**src/rtl/muldiv_unit.sv**
```systemverilog
// Multi-cycle RV32M multiply/divide unit: a registered 33x33 multiply and a
// 32-step restoring divider behind a one-in-flight valid/ready handshake.
module muldiv_unit #(
  parameter int TAG_W = 5
) (
  input  logic             clk,
  input  logic             rstn,
  input  logic             req_valid,
  output logic             req_ready,
  input  logic [2:0]       req_funct3,
  input  logic [31:0]      req_rs1,
  input  logic [31:0]      req_rs2,
  input  logic [TAG_W-1:0] req_tag,
  input  logic             flush,
  output logic             resp_valid,
  input  logic             resp_ready,
  output logic [31:0]      resp_data,
  output logic [TAG_W-1:0] resp_tag,
  output logic             busy
);

  typedef enum logic [2:0] {
    S_IDLE,
    S_MUL,
    S_DIV,
    S_FIX,
    S_DONE
  } state_t;

  state_t state;
  state_t state_next;

  logic [2:0]  funct3_q;
  logic [31:0] op_a;
  logic [31:0] op_b;
  logic [31:0] rem_q;
  logic [4:0]  count;
  logic        quot_neg;
  logic        rem_neg;

  logic        accept;
  logic        req_is_div;
  logic        req_signed;
  logic        div_by_zero;
  logic        div_ovf;
  logic        div_special;
  logic [31:0] special_result;
  logic [31:0] rs1_abs;
  logic [31:0] rs2_abs;

  logic               mul_a_signed;
  logic               mul_b_signed;
  logic signed [32:0] mul_a_ext;
  logic signed [32:0] mul_b_ext;
  logic signed [63:0] product;

  logic [32:0] partial;
  logic [32:0] trial;
  logic        quot_bit;
  logic [31:0] step_rem;
  logic [31:0] fix_quot;
  logic [31:0] fix_rem;

  assign req_ready  = (state == S_IDLE);
  assign busy       = (state != S_IDLE);
  assign resp_valid = (state == S_DONE);

  assign accept      = req_valid & req_ready & ~flush;
  assign req_is_div  = req_funct3[2];
  assign req_signed  = ~req_funct3[0];
  assign div_by_zero = (req_rs2 == 32'h0);
  assign div_ovf     = req_signed & (req_rs1 == 32'h8000_0000) & (req_rs2 == 32'hFFFF_FFFF);
  assign div_special = div_by_zero | div_ovf;

  assign rs1_abs = (req_signed & req_rs1[31]) ? (~req_rs1 + 32'd1) : req_rs1;
  assign rs2_abs = (req_signed & req_rs2[31]) ? (~req_rs2 + 32'd1) : req_rs2;

  // Special-case divide results are known at accept and skip the iterations.
  always_comb begin
    special_result = 32'hFFFF_FFFF;
    if (req_funct3[1]) begin
      special_result = div_by_zero ? req_rs1 : 32'h0;
    end else if (!div_by_zero) begin
      special_result = 32'h8000_0000;
    end
  end

  // Operand extension: mul/mulh signed x signed, mulhsu signed x unsigned, mulhu unsigned.
  assign mul_a_signed = (funct3_q[1:0] != 2'b11);
  assign mul_b_signed = ~funct3_q[1];
  assign mul_a_ext    = $signed({mul_a_signed & op_a[31], op_a});
  assign mul_b_ext    = $signed({mul_b_signed & op_b[31], op_b});
  assign product      = mul_a_ext * mul_b_ext;

  // One restoring step: op_a shifts out dividend bits and collects quotient bits.
  assign partial  = {rem_q, op_a[31]};
  assign trial    = partial - {1'b0, op_b};
  assign quot_bit = ~trial[32];
  assign step_rem = quot_bit ? trial[31:0] : partial[31:0];

  assign fix_quot = quot_neg ? (~op_a + 32'd1) : op_a;
  assign fix_rem  = rem_neg ? (~rem_q + 32'd1) : rem_q;

  always_ff @(posedge clk or negedge rstn) begin
    if (!rstn) begin
      state <= S_IDLE;
    end else begin
      state <= state_next;
    end
  end

  always_comb begin
    state_next = state;
    if (flush) begin
      state_next = S_IDLE;
    end else begin
      case (state)
        S_IDLE: begin
          if (accept) begin
            if (!req_is_div) begin
              state_next = S_MUL;
            end else if (div_special) begin
              state_next = S_DONE;
            end else begin
              state_next = S_DIV;
            end
          end
        end
        S_MUL:   state_next = S_DONE;
        S_DIV:   if (count == 5'd31) state_next = S_FIX;
        S_FIX:   state_next = S_DONE;
        S_DONE:  if (resp_ready) state_next = S_IDLE;
        default: state_next = S_IDLE;
      endcase
    end
  end

  // Datapath is frozen under flush so an aborted operation leaves nothing behind.
  always_ff @(posedge clk or negedge rstn) begin
    if (!rstn) begin
      funct3_q  <= 3'b0;
      op_a      <= 32'h0;
      op_b      <= 32'h0;
      rem_q     <= 32'h0;
      count     <= 5'd0;
      quot_neg  <= 1'b0;
      rem_neg   <= 1'b0;
      resp_data <= 32'h0;
      resp_tag  <= '0;
    end else if (!flush) begin
      case (state)
        S_IDLE: begin
          if (accept) begin
            funct3_q <= req_funct3;
            resp_tag <= req_tag;
            count    <= 5'd0;
            rem_q    <= 32'h0;
            if (!req_is_div) begin
              op_a <= req_rs1;
              op_b <= req_rs2;
            end else if (div_special) begin
              resp_data <= special_result;
            end else begin
              op_a     <= rs1_abs;
              op_b     <= rs2_abs;
              quot_neg <= req_signed & (req_rs1[31] ^ req_rs2[31]);
              rem_neg  <= req_signed & req_rs1[31];
            end
          end
        end
        S_MUL: begin
          resp_data <= (funct3_q[1:0] == 2'b00) ? product[31:0] : product[63:32];
        end
        S_DIV: begin
          rem_q <= step_rem;
          op_a  <= {op_a[30:0], quot_bit};
          count <= count + 5'd1;
        end
        S_FIX: begin
          resp_data <= funct3_q[1] ? fix_rem : fix_quot;
        end
        default: begin
        end
      endcase
    end
  end

endmodule
```
**config.mk**
```make
export PLATFORM = sky130hd
export DESIGN_NAME = muldiv_unit
export DESIGN_NICKNAME = d
export VERILOG_FILES = /design/src/rtl/muldiv_unit.sv
export SDC_FILE = /design/constraint.sdc
export NUM_CORES = 2
export LEC_CHECK = 0
export CAP_MARGIN = 25
export CORE_MARGIN = 2
export CORE_UTILIZATION = 36
export CTS_CLUSTER_SIZE = 20
export DETAILED_ROUTE_END_ITERATION = 16
export GPL_TIMING_DRIVEN = 0
export PLACE_DENSITY = 0.5
export SLEW_MARGIN = 20
export SYNTH_ARGS = -nofsm -noshare
export SYNTH_HDL_FRONTEND = slang
export SYNTH_SLANG_ARGS = --single-unit
```
**constraint.sdc**
```tcl
create_clock -name clk -period 11.1 [get_ports clk]
set_input_delay 2.22 -clock clk [delete_from_list [all_inputs] [get_ports clk]]
set_output_delay 2.22 -clock clk [all_outputs]
set_load 0.01 [all_outputs]
```
==> impl_metrics.py <==
metrics = {
    "finish": {
        "flow.area_growth_from_synthesis_pct": 9.15,
        "num-nets-final": 7306,
        "post-route-util_pct": 39.7,
        "share_of_layout_cells_above_drive_strength_1_pct": 2.39,
        "fin_cells": 7651,
        "filler_cell_count": 14033,
    },
    "setup_path": {
        "critPathTopFamily": "adder cells",
        "r2r_end": "resp_data[30]",
        "crit_type": "register to register",
        "timing.critical_path.slowest_cell_delay_ns": 0.83,
        "r2r.worst_path.cells": 31,
        "cp_data_required_time_ns": 11.40,
        "rr_startpoint": "op_a[31]",
        "crit_path_end_kind": "register",
        "path_buf_inv": 11,
        "crit_arrival_ns": 11.11,
        "crit_slowest_cell": "fa_2",
        "setup.worst_path.start_class": "register",
        "critical_path_peak_fanout": 10,
        "timing.reg2reg.setup_slack_ns": 0.29,
        "crit_path_most_repeated_cell": "fa_1",
    },
    "place": {
        "dpl.hpwl_um": 193000,
        "port_buffers": 115,
        "placedCellCount": 7604,
        "globalplace.congestion": 1.03,
    },
    "timing": {
        "max_slew_margin_pct": 15.9,
        "finalClockSkew_ns": 0.0194,
        "final.period_utilization_pct": 97.4,
        "finalCriticalPeriod_ns": 10.81,
        "setup_viol_count_final": 0,
        "setup_repair_after_global_routing_missed_its_margin": "false",
        "clock.fmax_mhz": 92.5,
        "finalHoldViolCount": 0,
        "tightestPinTransition_ns": 1.26,
        "final_max_tran_viols": 0,
        "holdWs_ns": 0.483,
    },
    "clocking": {
        "cts_buffers": 17,
        "cts.htree.levels": 4,
        "clock_tree.root_cell": "clkbuf_16",
        "worst_skew_pair.late_latency_ns": 0.48,
        "clock-sinks": 145,
        "post_cts_hold_buffer_count": 0,
        "clkSlewWorstSetupHoldPaths_ns": 0.07,
        "tritoncts": "done",
        "clock_path_buffers": 2,
    },
    "run_status": {
        "outcome": "completed",
    },
    "die": {
        "coreArea_mm2": 0.136,
        "rows": 135,
        "io_pins": 117,
        "die_w_um": 374,
        "initial_core_util_pct": 36.3,
        "die-height_um": 374,
        "dieArea_mm2": 0.140,
    },
    "synthesis": {
        "synth_async_reset_ratio_pct": 100,
        "dominantRegCellSynth": "dfrtp_1",
        "synth-edff-count": 0,
        "avgSynthCellArea_um2": 8.68,
        "ys_seq_area_share_pct": 7.36,
        "seq_cells_post_synth": 145,
        "synth_area_mm2": 0.0493,
        "mappedNetlistNets": 7134,
        "yosysUniqueCellTypes": 80,
        "synthesis.instances": 5679,
        "ys_warn_count": 0,
    },
    "route": {
        "detail-route-antenna-nets": 0,
        "drt_wl_total_um": 226000,
        "route.detailed.drc": 0,
        "routed_via_density": 5.49,
        "avgRoutedWirePerCell_um": 29.6,
        "drtPass1Iterations": 6,
        "drtIter0Drc": 4453,
        "routed-via-count": 42025,
    },
    "global_routing": {
        "globalRouteOverflowTotal": 0,
        "antenna_violations_before_repair": 28,
        "first_pass_grt_wire_length_um": 324000,
        "vias_in_the_first_global_route": 43484,
        "grt.total_usage_pct": 32.7,
        "maximum_number_of_pins_on_one_net_before_global_route_repair": 56,
    },
    "hold_path": {
        "holdPathEnd": "resp_tag[3]",
        "worstHoldPathCells": 2,
        "hold_class": "register to register",
        "critical_hold_path_startpoint": "resp_tag[3]",
    },
    "flow_run": {
        "number_of_violations_of_the_max_capacitance_limit": 0,
    },
}
[area by class of cell]
type	instances	area (um^2)	area share, %
multi-input cells	4035	40000	74.4
well taps	1781	2230	4.14
plain buffers	326	1260	2.35
inverters	1173	4410	8.20
repair buffers	153	1630	3.02
clock buffers	21	460	0.856
flip-flops and latches	145	3630	6.74
diodes	6	15.0	0.0279
clock inverters	11	125	0.233
[worst max-delay path by stage]
stage,startpoint,slack [ns],cells past startpoint,endpoint
after detailed placement,op_a[31],-1.19,31,resp_data[30]
final,op_a[31],0.29,31,resp_data[30]
after global placement,op_a[31],-1.40,31,resp_data[30]
after global routing,op_a[31],0.02,31,resp_data[30]
after floorplan,op_a[31],2.53,31,resp_data[30]
after CTS,op_a[31],0.05,31,resp_data[30]
[state kept, by name, summed over array words and instances, names as in the netlist]
name       flops
op_b          32
count          5
quot_neg       1
op_a          32
resp_tag       5
resp_data     32
rem_neg        1
state          3
rem_q         32
funct3_q       2
[placed cells by master (no fill, tap or decap), types with 10 or more instances in the layout]
| master | synthesis | final |
|---|---|---|
| clkbuf_2 | 0 | 21 |
| nor2_1 | 238 | 237 |
| nor4_1 | 18 | 18 |
| o21ai_0 | 221 | 221 |
| inv_1 | 1173 | 1171 |
| o21bai_1 | 14 | 14 |
| nand2b_1 | 25 | 25 |
| o211ai_1 | 28 | 28 |
| or2_2 | 15 | 15 |
| nand3_1 | 36 | 36 |
| nor2b_1 | 14 | 14 |
| nand4_1 | 32 | 32 |
| a21boi_0 | 10 | 10 |
| fa_1 | 1126 | 1124 |
| clkbuf_1 | 280 | 260 |
| and4_1 | 10 | 10 |
| xor2_1 | 92 | 92 |
| mux2i_1 | 30 | 30 |
| dfrtp_1 | 145 | 145 |
| or3_1 | 21 | 21 |
| a31oi_1 | 18 | 18 |
| o21a_1 | 19 | 19 |
| o41ai_1 | 15 | 15 |
| o31ai_1 | 27 | 27 |
| a21o_1 | 42 | 42 |
| or4_1 | 12 | 12 |
| o22ai_1 | 11 | 11 |
| a21oi_1 | 174 | 173 |
| clkdlybuf4s50_1 | 0 | 114 |
| xnor2_1 | 113 | 113 |
| buf_6 | 1 | 21 |
| a211oi_1 | 31 | 30 |
| clkbuf_16 | 0 | 17 |
| nand2_1 | 927 | 927 |
| ha_1 | 252 | 252 |
| buf_1 | 41 | 41 |
| and2_1 | 327 | 327 |
| nor3_1 | 34 | 34 |
[cells in the mapped netlist (92+ instances only)]
cell	instances	area [um^2]
nor2_1	238	893
o21ai_0	221	1110
nand2_1	927	3480
clkbuf_1	280	1050
and2_1	327	2050
fa_1	1126	22500
inv_1	1173	4400
ha_1	252	3150
a21oi_1	174	871
dfrtp_1	145	3630
xnor2_1	113	990
xor2_1	92	806
[stage by stage]
step | cell area (um^2) | setup WS [ns] | TNS [ns]
final | 53800 | 0.287 | 0
after global routing | 53800 | 0.0201 | 0
after CTS | 53700 | 0.0462 | 0
after detailed placement | 53100 | -1.19 | -7.67
after global placement | 52700 | -1.40 | -10.81
after floorplan | 49300 | 2.53 | 0
[cells by family after synthesis]
logic type      count (synthesis)  share of synthesized area, %
xor+xnor                      205                          3.64
simple gates                 1739                          16.2
fa+ha+maj                    1378                          52.1
flops                         145                          7.36
buf+inv                      1499                          11.4
mux                            35                         0.723
compound gates                678                          8.51
[layer usage]
layer	routed length, um	track usage (%)
met1	94200	45.5
met2	97300	48.8
met3	22400	7.08
met4	12400	14.5
met5	98	0
[worst register-to-register path: cells and delay by family (launching register included)]
| kind | cells | cell delay, ns |
|---|---|---|
| adders and majority gates | 9 | 4.98 |
| buffers and inverters | 11 | 2.48 |
| xor gates and xnor gates | 1 | 0.24 |
| and+or+nand+nor | 3 | 0.28 |
| AOI/OAI and AO/OA | 7 | 2.20 |
| DFF | 1 | 0.46 |
[what timing repair did]
action	CTS	global route
resized for setup	6	5
pin swaps	0	0
setup endpoints to repair	18	4
setup buffers	5	0
gates cloned	0	0
Power is left out: the tool's default activity adds up to more than one toggle a clock period on the data nets, which glitch-free logic cannot reach.
